### src/rtl/pipe_chain.sv
// -----------------------------------------------------------------------------
// pipe_chain
//   In-order pipeline register chain with per-stage valid tracking. Items enter
//   at stage 0 and leave from stage STAGES-1. Empty stages absorb upstream data
//   while a downstream stage is held, so bubbles collapse.
//
// Parameters
//   DW      payload width per stage
//   STAGES  number of stages (2..16)
//   CW      occupancy counter width (derived)
//
// Ports
//   clk          rising-edge clock
//   rst          asynchronous active-low reset
//   in_valid     producer offers in_data
//   in_data      payload entering stage 0
//   in_ready     stage 0 accepts this cycle
//   out_valid    last stage holds a live item
//   out_data     last-stage payload
//   out_ready    consumer takes the last-stage item
//   freeze       global stall; no state changes
//   hold         bit i: stage i must not pass its item forward
//   flush        bit i: kill the item currently in stage i
//   stage_valid  valid bit per stage
//   stage_data   stage i payload at bits [i*DW +: DW]
//   occupancy    number of valid stages (registered)
// -----------------------------------------------------------------------------
module pipe_chain #(
    parameter  int DW     = 32,
    parameter  int STAGES = 5,
    localparam int CW     = $clog2(STAGES + 1)
) (
    input  logic                   clk,
    input  logic                   rst,
    input  logic                   in_valid,
    input  logic [DW-1:0]          in_data,
    output logic                   in_ready,
    output logic                   out_valid,
    output logic [DW-1:0]          out_data,
    input  logic                   out_ready,
    input  logic                   freeze,
    input  logic [STAGES-1:0]      hold,
    input  logic [STAGES-1:0]      flush,
    output logic [STAGES-1:0]      stage_valid,
    output logic [STAGES*DW-1:0]   stage_data,
    output logic [CW-1:0]          occupancy
);

    logic [STAGES-1:0] valid_q, valid_d;
    logic [DW-1:0]     data_q [STAGES];
    logic [DW-1:0]     data_d [STAGES];
    logic [CW-1:0]     occ_q, occ_d;

    logic [STAGES-1:0] flush_eff;
    logic [STAGES-1:0] live;
    logic [STAGES-1:0] kill;
    logic [STAGES-1:0] adv;
    logic [STAGES:0]   rdy;
    logic              in_fire;

    // Ready chain, evaluated from the output end back towards the input.
    // Flush is ignored while frozen; the requester keeps it asserted.
    always_comb begin
        // NOTE: every signal written here gets a default first so that no
        // path leaves it unassigned, which would otherwise infer a latch.
        flush_eff   = flush & {STAGES{~freeze}};
        live        = valid_q & ~flush_eff;
        kill        = valid_q & flush_eff;
        adv         = '0;
        rdy         = '0;
        rdy[STAGES] = out_ready;
        for (int i = STAGES - 1; i >= 0; i--) begin
            adv[i] = live[i] & ~hold[i] & rdy[i+1];
            // An empty or killed stage is ready even when held.
            rdy[i] = ~live[i] | adv[i];
        end
    end

    assign in_ready  = rdy[0] & ~freeze;
    assign in_fire   = in_valid & in_ready;
    assign out_valid = live[STAGES-1];
    assign out_data  = data_q[STAGES-1];

    // Next state: a load from upstream wins over invalidation, so a flushed
    // stage can still take a new item in the same cycle.
    always_comb begin
        valid_d = valid_q;
        data_d  = data_q;
        occ_d   = '0;
        if (!freeze) begin
            if (in_fire) begin
                valid_d[0] = 1'b1;
                data_d[0]  = in_data;
            end else if (adv[0] || kill[0]) begin
                valid_d[0] = 1'b0;
            end
            for (int i = 1; i < STAGES; i++) begin
                if (adv[i-1]) begin
                    valid_d[i] = 1'b1;
                    data_d[i]  = data_q[i-1];
                end else if (adv[i] || kill[i]) begin
                    valid_d[i] = 1'b0;
                end
            end
        end
        // Occupancy tracks the popcount of the valid bits being registered.
        for (int i = 0; i < STAGES; i++) begin
            occ_d = occ_d + CW'(valid_d[i]);
        end
    end

    always_ff @(posedge clk or negedge rst) begin
        if (!rst) begin
            valid_q <= '0;
            occ_q   <= '0;
            // NOTE: the payload array is reset too, because downstream
            // forwarding logic observes stage_data directly and expects zeros
            // after reset; this costs a reset net on every payload flop.
            for (int i = 0; i < STAGES; i++) begin
                data_q[i] <= '0;
            end
        end else begin
            // NOTE: non-blocking assignments so every flop samples the
            // pre-edge value of its neighbours, which is what makes the
            // chain shift by exactly one stage per edge.
            valid_q <= valid_d;
            occ_q   <= occ_d;
            for (int i = 0; i < STAGES; i++) begin
                data_q[i] <= data_d[i];
            end
        end
    end

    always_comb begin
        stage_data = '0;
        for (int i = 0; i < STAGES; i++) begin
            stage_data[i*DW +: DW] = data_q[i];
        end
    end

    assign stage_valid = valid_q;
    assign occupancy   = occ_q;

endmodule

### config.mk
export PLATFORM = sky130hd
export DESIGN_NAME = pipe_chain
export DESIGN_NICKNAME = d
export VERILOG_FILES = /design/src/rtl/pipe_chain.sv
export SDC_FILE = /design/constraint.sdc
export NUM_CORES = 1
export LEC_CHECK = 0
export CAP_MARGIN = 10
export CORE_MARGIN = 3
export CORE_UTILIZATION = 48
export DETAILED_ROUTE_END_ITERATION = 8
export PLACE_DENSITY = 0.85
export SLEW_MARGIN = 20
export SYNTH_ARGS = -nofsm -noshare
export SYNTH_HDL_FRONTEND = slang
export SYNTH_SLANG_ARGS = --single-unit
### constraint.sdc
create_clock -name clk -period 6.7 [get_ports clk]
set_input_delay 1.675 -clock clk [delete_from_list [all_inputs] [get_ports clk]]
set_output_delay 1.675 -clock clk [all_outputs]
set_load 0.05 [all_outputs]
==> impl_metrics.ini, run 1 <==
[placed_design]
hpwl_um = 11500
gp_congestion = 0.8602
io_buffers = 248

[clock_tree]
post-cts-setup-buffers = 0
cts.sinks = 168
cts_resized = 0
cts-root-buf = clkbuf_16
cts_buffer_depth = 2
cts_inserted_buffers = 17
cts_tree = done
cts_hold_buf = 0
htree_levels = 4
clk_pin_slew_ns = 0.06
clock_latency_ns = 0.41

[worst_setup_path]
arrival_ns = 3.49
cp.required_ns = 5.03
path_buf_inv = 3
path_max_fanout = 17
critPathKind = in -> out
cpMostUsedCell = clkdlybuf4s50_1
endpoint_kind = primary output
cpPeakStageDelay_ns = 0.81
crit_chain = clkdlybuf4s50_1 -> buf_4 -> nand2b_4 -> and2_1 -> clkdlybuf4s50_1
cpMaxStageDelayCell = clkdlybuf4s50_1
cp_top_family = buffers and inverters
start_kind = input port

[layout]
diodes = 0
drive_gt1_frac = 0.2209
nNetsFinal = 698
syn2layout_area_growth_pct = 43.72

[global_routing]
grt_max_degree = 104
grt_usage = 0.2107
antenna_found_initial = 0
grt_pass1_vias = 4615
grt_overflow_total = 0
grt_pass1_wl_um = 26040

[synthesis]
netlist.area_leader.share = 0.6116
synth_cell_types = 34
synth_seq_cells = 168
synth_edf_count = 0
synth_area_leaders = dfrtp_1 (61%), mux2_2 (11%), mux2_1 (10%)
synth-warning-count = 0
synth.net_count = 475
synth_area_leader_cell = dfrtp_1
synthArstFlopShare = 1.000
ys.flop_type = dfrtp_1
syn_avg_cell_area_um2 = 16.17
ys_seq_area_frac = 0.6116
netlist_area_mm2 = 0.006874
synthCells = 425

[routing]
vias = 4297
postRouteAntennaNets = 0
post_drt_via_cell_ratio = 5.109
drt_iter0_markers = 199
drc = 0
drt_wl_total_um = 16250
wl_per_cell_um = 19.32
drtPass1Iterations = 4

[die]
die_h_um = 125.7
die_x_um = 125.7
rows = 43
initial_core_util = 0.4933
dieArea_mm2 = 0.01579
coreArea_mm2 = 0.01393
num_io_pins = 249

[timing]
min_period_ns = 5.166
fin_skew_ns = 0.006954
setup_viol = 0
rsz0062_at_grt = no
fmax_mhz = 193.6
relSlewSlack = 0.2682
worst_pin_slew_ns = 1.098
hold_violations = 0
period_share = 0.7711
report.final.slew_viol_count = 0
setup-tns-final_ns = 0

[outcome]
run_status = completed

[min_path]
hp-class = reg -> reg

[power_and_ir_drop]
power.total_uw = 4521
leakagePower_uw = 0.004453
p_per_area_mw_per_mm2 = 457.6
ir_drop_mv = 0.2336

[job]
max-cap-violations = 0
report_power, final:
| part | switching [uW] | internal (uW) | total [uW] |
|---|---|---|---|
| combinational | 1300 | 723 | 2020 |
| clock | 401 | 573 | 974 |
| sequential | 236 | 1290 | 1530 |
stage by stage:
stage                     instances  utilization  hold WS, ns  cell area [um2]  worst slack (ns)
after floorplan                 425            -       0.8277             6874             1.639
after global placement          808       0.6641       0.4868             9254             1.553
after detailed placement        808       0.6641       0.4992             9254             1.518
after CTS                       840       0.7070       0.5078             9852             1.531
after global routing            841       0.7090       0.5357             9879             1.428
final                           841       0.7090       0.5050             9879             1.534
flip-flops by register name (all words and copies together) (netlist names):
signal / flops
stage_data: 128
out_data: 32
stage_valid: 5
occupancy: 3
final timing paths:
kind | from | end | slack, ns | cells past startpoint
max | freeze | out_valid | 1.53 | 5
min | stage_data[20] | stage_data[20] | 0.51 | 1
max reg2reg | stage_valid[4] | occupancy[1] | 3.62 | 8
min reg2reg | stage_data[20] | stage_data[20] | 0.51 | 1
max in group asynchronous | rst | out_data[13] | 3.92 | 2
min in group asynchronous | rst | stage_data[118] | 1.35 | 1
kinds of logic after synthesis:
family | after synthesis | synth area share
flip-flops | 168 | 0.6116
adder cells (fa/ha/maj) | 3 | 0.007645
AND/OR/NAND/NOR | 19 | 0.01747
AO/OA/AOI/OAI | 20 | 0.02530
multiplexers | 160 | 0.2785
buffers and inverters | 55 | 0.05952
final cells by class:
cell class / instances / area [um2]
clock inverters: 13 / 145.1
fillers: 902 / 4055
well taps: 180 / 225.2
flip-flops and latches: 168 / 4204
inverters: 5 / 18.77
multi-input cells: 202 / 2287
repair buffers: 254 / 2546
clock buffers: 19 / 452.9
cells in the mapped netlist (2+ instances only):
master / instances
nand2_1: 3
inv_1: 5
buf_4: 35
mux2_1: 62
mux2_4: 30
a21oi_1: 4
dfrtp_1: 168
fa_1: 2
buf_6: 2
clkbuf_1: 4
buf_2: 6
buf_12: 3
nor2_1: 3
mux2_2: 68
o21ai_0: 6
nand2b_1: 6
routing by layer:
layer	routed length, um	up-vias	track usage
met5	0	-	0
met4	343	0	0.07717
met3	879	26	0.05344
met2	8631	147	0.3641
met1	6395	2211	0.2565
li1	-	1913	-
layout by cell type, fill, tap and decap left out, types with 2 or more instances in the layout:
master and n:
fa_1 2, buf_4 6, inv_6 2, dfrtp_1 168, o21ai_4 2, mux2_2 68
clkinvlp_4 5, clkbuf_16 17, clkdlybuf4s50_1 246, nand2_1 3, clkinv_2 2, bufinv_16 2
mux2_1 62, o21ai_0 6, a21oi_1 4, nor2_1 3, mux2_4 30, nand2b_1 6
inv_1 5, clkbuf_8 2
Note: power is estimated with default switching activity, not from simulation.
==> inputs of run 2 (changes only) <==
- CORE_UTILIZATION: 48 -> 45
- PLACE_DENSITY: 0.85 -> 0.81
- clock period: 6.7 -> 5 ns (I/O delays scaled with it)
==> run 2 against run 1 <==
Effect of this change: setup slack worse by 0.80 ns; die area is 6.3% higher; final cell count is 0.59% higher; critical endpoint is now in_ready; critical path type unchanged; highest routed layer unchanged; global-route usage is 0.54 points lower; critical path depth is 2 higher; via count is 0.42% lower; cell area is 0.27% lower; sequential share of layout area is 0.11 points higher.
==> impl_metrics.ini, run 2 (synthesized netlist as in run 1, its figures left out) <==
[worst_setup_path]
start_kind = input port
cp.required_ns = 3.75
arrival_ns = 3.02
path_max_fanout = 16
critPathKind = in -> out
endpoint_kind = primary output

[routing]
post_drt_via_cell_ratio = 5.058
drc = 0
drt_wl_total_um = 16730
drt_iter0_markers = 157
drtPass1Iterations = 4
postRouteAntennaNets = 0
vias = 4279
wl_per_cell_um = 19.77

[die]
die_x_um = 129.6
coreArea_mm2 = 0.01475
num_io_pins = 249
die_h_um = 129.6
rows = 44
dieArea_mm2 = 0.01679
initial_core_util = 0.4659

[power_and_ir_drop]
p_per_area_mw_per_mm2 = 603.9
leakagePower_uw = 0.004449
ir_drop_mv = 0.3129

[global_routing]
grt_max_degree = 95
grt_overflow_total = 0
grt_usage = 0.2053
grt_pass1_wl_um = 26350
grt_pass1_vias = 4660
antenna_found_initial = 0

[timing]
period_share = 0.8541
setup_ws_ns = 0.7294
fin_skew_ns = 0.008013
rsz0062_at_grt = no
setup_viol = 0
min_period_ns = 4.271
hold_violations = 0
relSlewSlack = 0.5460
setup-tns-final_ns = 0
worst_pin_slew_ns = 0.6810
report.final.slew_viol_count = 0
fmax_mhz = 234.2

[layout]
seqCellArea_mm2 = 0.004204
diodes = 0
final_common_cell = clkdlybuf4s50_1
largest_reg_flops = 128
fillers = 1030
nNetsFinal = 701
final_cell_mix = clkdlybuf4s50_1 (246), dfrtp_1 (168), mux2_2 (68)
drive_gt1_frac = 0.2160
final_area_mm2 = 0.009853
multi_input_area_mm2 = 0.002291
syn2layout_area_growth_pct = 43.34

[placed_design]
dp_slack_ns = 0.7491
dpl_cell_area_mm2 = 0.009321
hpwl_um = 12280
gp_congestion = 0.8647
io_buffers = 248

[clock_tree]
cts_tree = done
cts_resized = 0
post-cts-setup-buffers = 0
clock_latency_ns = 0.42
cts_hold_buf = 0
cts_inserted_buffers = 17
cts-root-buf = clkbuf_16
cts_buffer_depth = 2
clk_pin_slew_ns = 0.06
htree_levels = 4
cts.sinks = 168

[job]
max-cap-violations = 0

[min_path]
hp-class = reg -> reg

[outcome]
run_status = completed
-- run 2: cell count changes in the layout (fill, tap and decap cells not counted), moves of 2 or more --
| cell | previous run | this run |
|---|---|---|
| clkinv_2 | 2 | 4 |
| buf_4 | 6 | 8 |
| clkbuf_1 | 0 | 4 |
| clkinvlp_4 | 5 | 2 |
-- run 2: worst paths after layout --
check	startpoint	end	slack, ns	cells past startpoint
min in group asynchronous	rst	stage_data[117]	0.82	1
hold reg to reg	stage_data[10]	stage_data[10]	0.51	1
max in group asynchronous	rst	stage_data[60]	3.23	2
setup / recovery	freeze	in_ready	0.73	7
setup reg to reg	stage_valid[3]	occupancy[1]	2.26	7
hold / removal	stage_data[10]	stage_data[10]	0.51	1
-- run 2: routing by layer --
layer / global-route usage / part of all wire
met5: 0 / 0
met4: 0.07396 / 0.023
met3: 0.05647 / 0.051
met2: 0.3640 / 0.54
met1: 0.2387 / 0.38
-- run 2: per-stage QoR --
step           hold slack (ns)  power [uW]  utilization  instances
3_5_place_dp            0.4948        4790       0.6318        816
3_3_place_gp            0.4886        4733       0.6299        815
2_1_floorplan           0.8277        3754            -        425
6_report                0.5065        5951       0.6678        846
4_1_cts                 0.5095        6003       0.6676        846
5_1_grt                 0.5283        6181       0.6678        846
-- run 2: report_power, final --
part	internal [uW]	switching, uW
Sequential	1730	307
Clock	690	510
Combinational	971	1740
-- run 2: final cells by class --
class,count,area share
clock buffer,22,0.04610
tap,184,0.02337
clock inverter,8,0.007492
multi-input combinational,202,0.2325
inverter,5,0.001905
timing repair buffer,257,0.2620
sequential,168,0.4267
-- run 2: worst max-delay path: stages --
cell             delay (ns)
clkdlybuf4s50_1        0.52
buf_4                  0.24
a21oi_1                0.10
o31a_1                 0.34
o21ai_4                0.18
o21ai_0                0.16
buf_4                  0.22
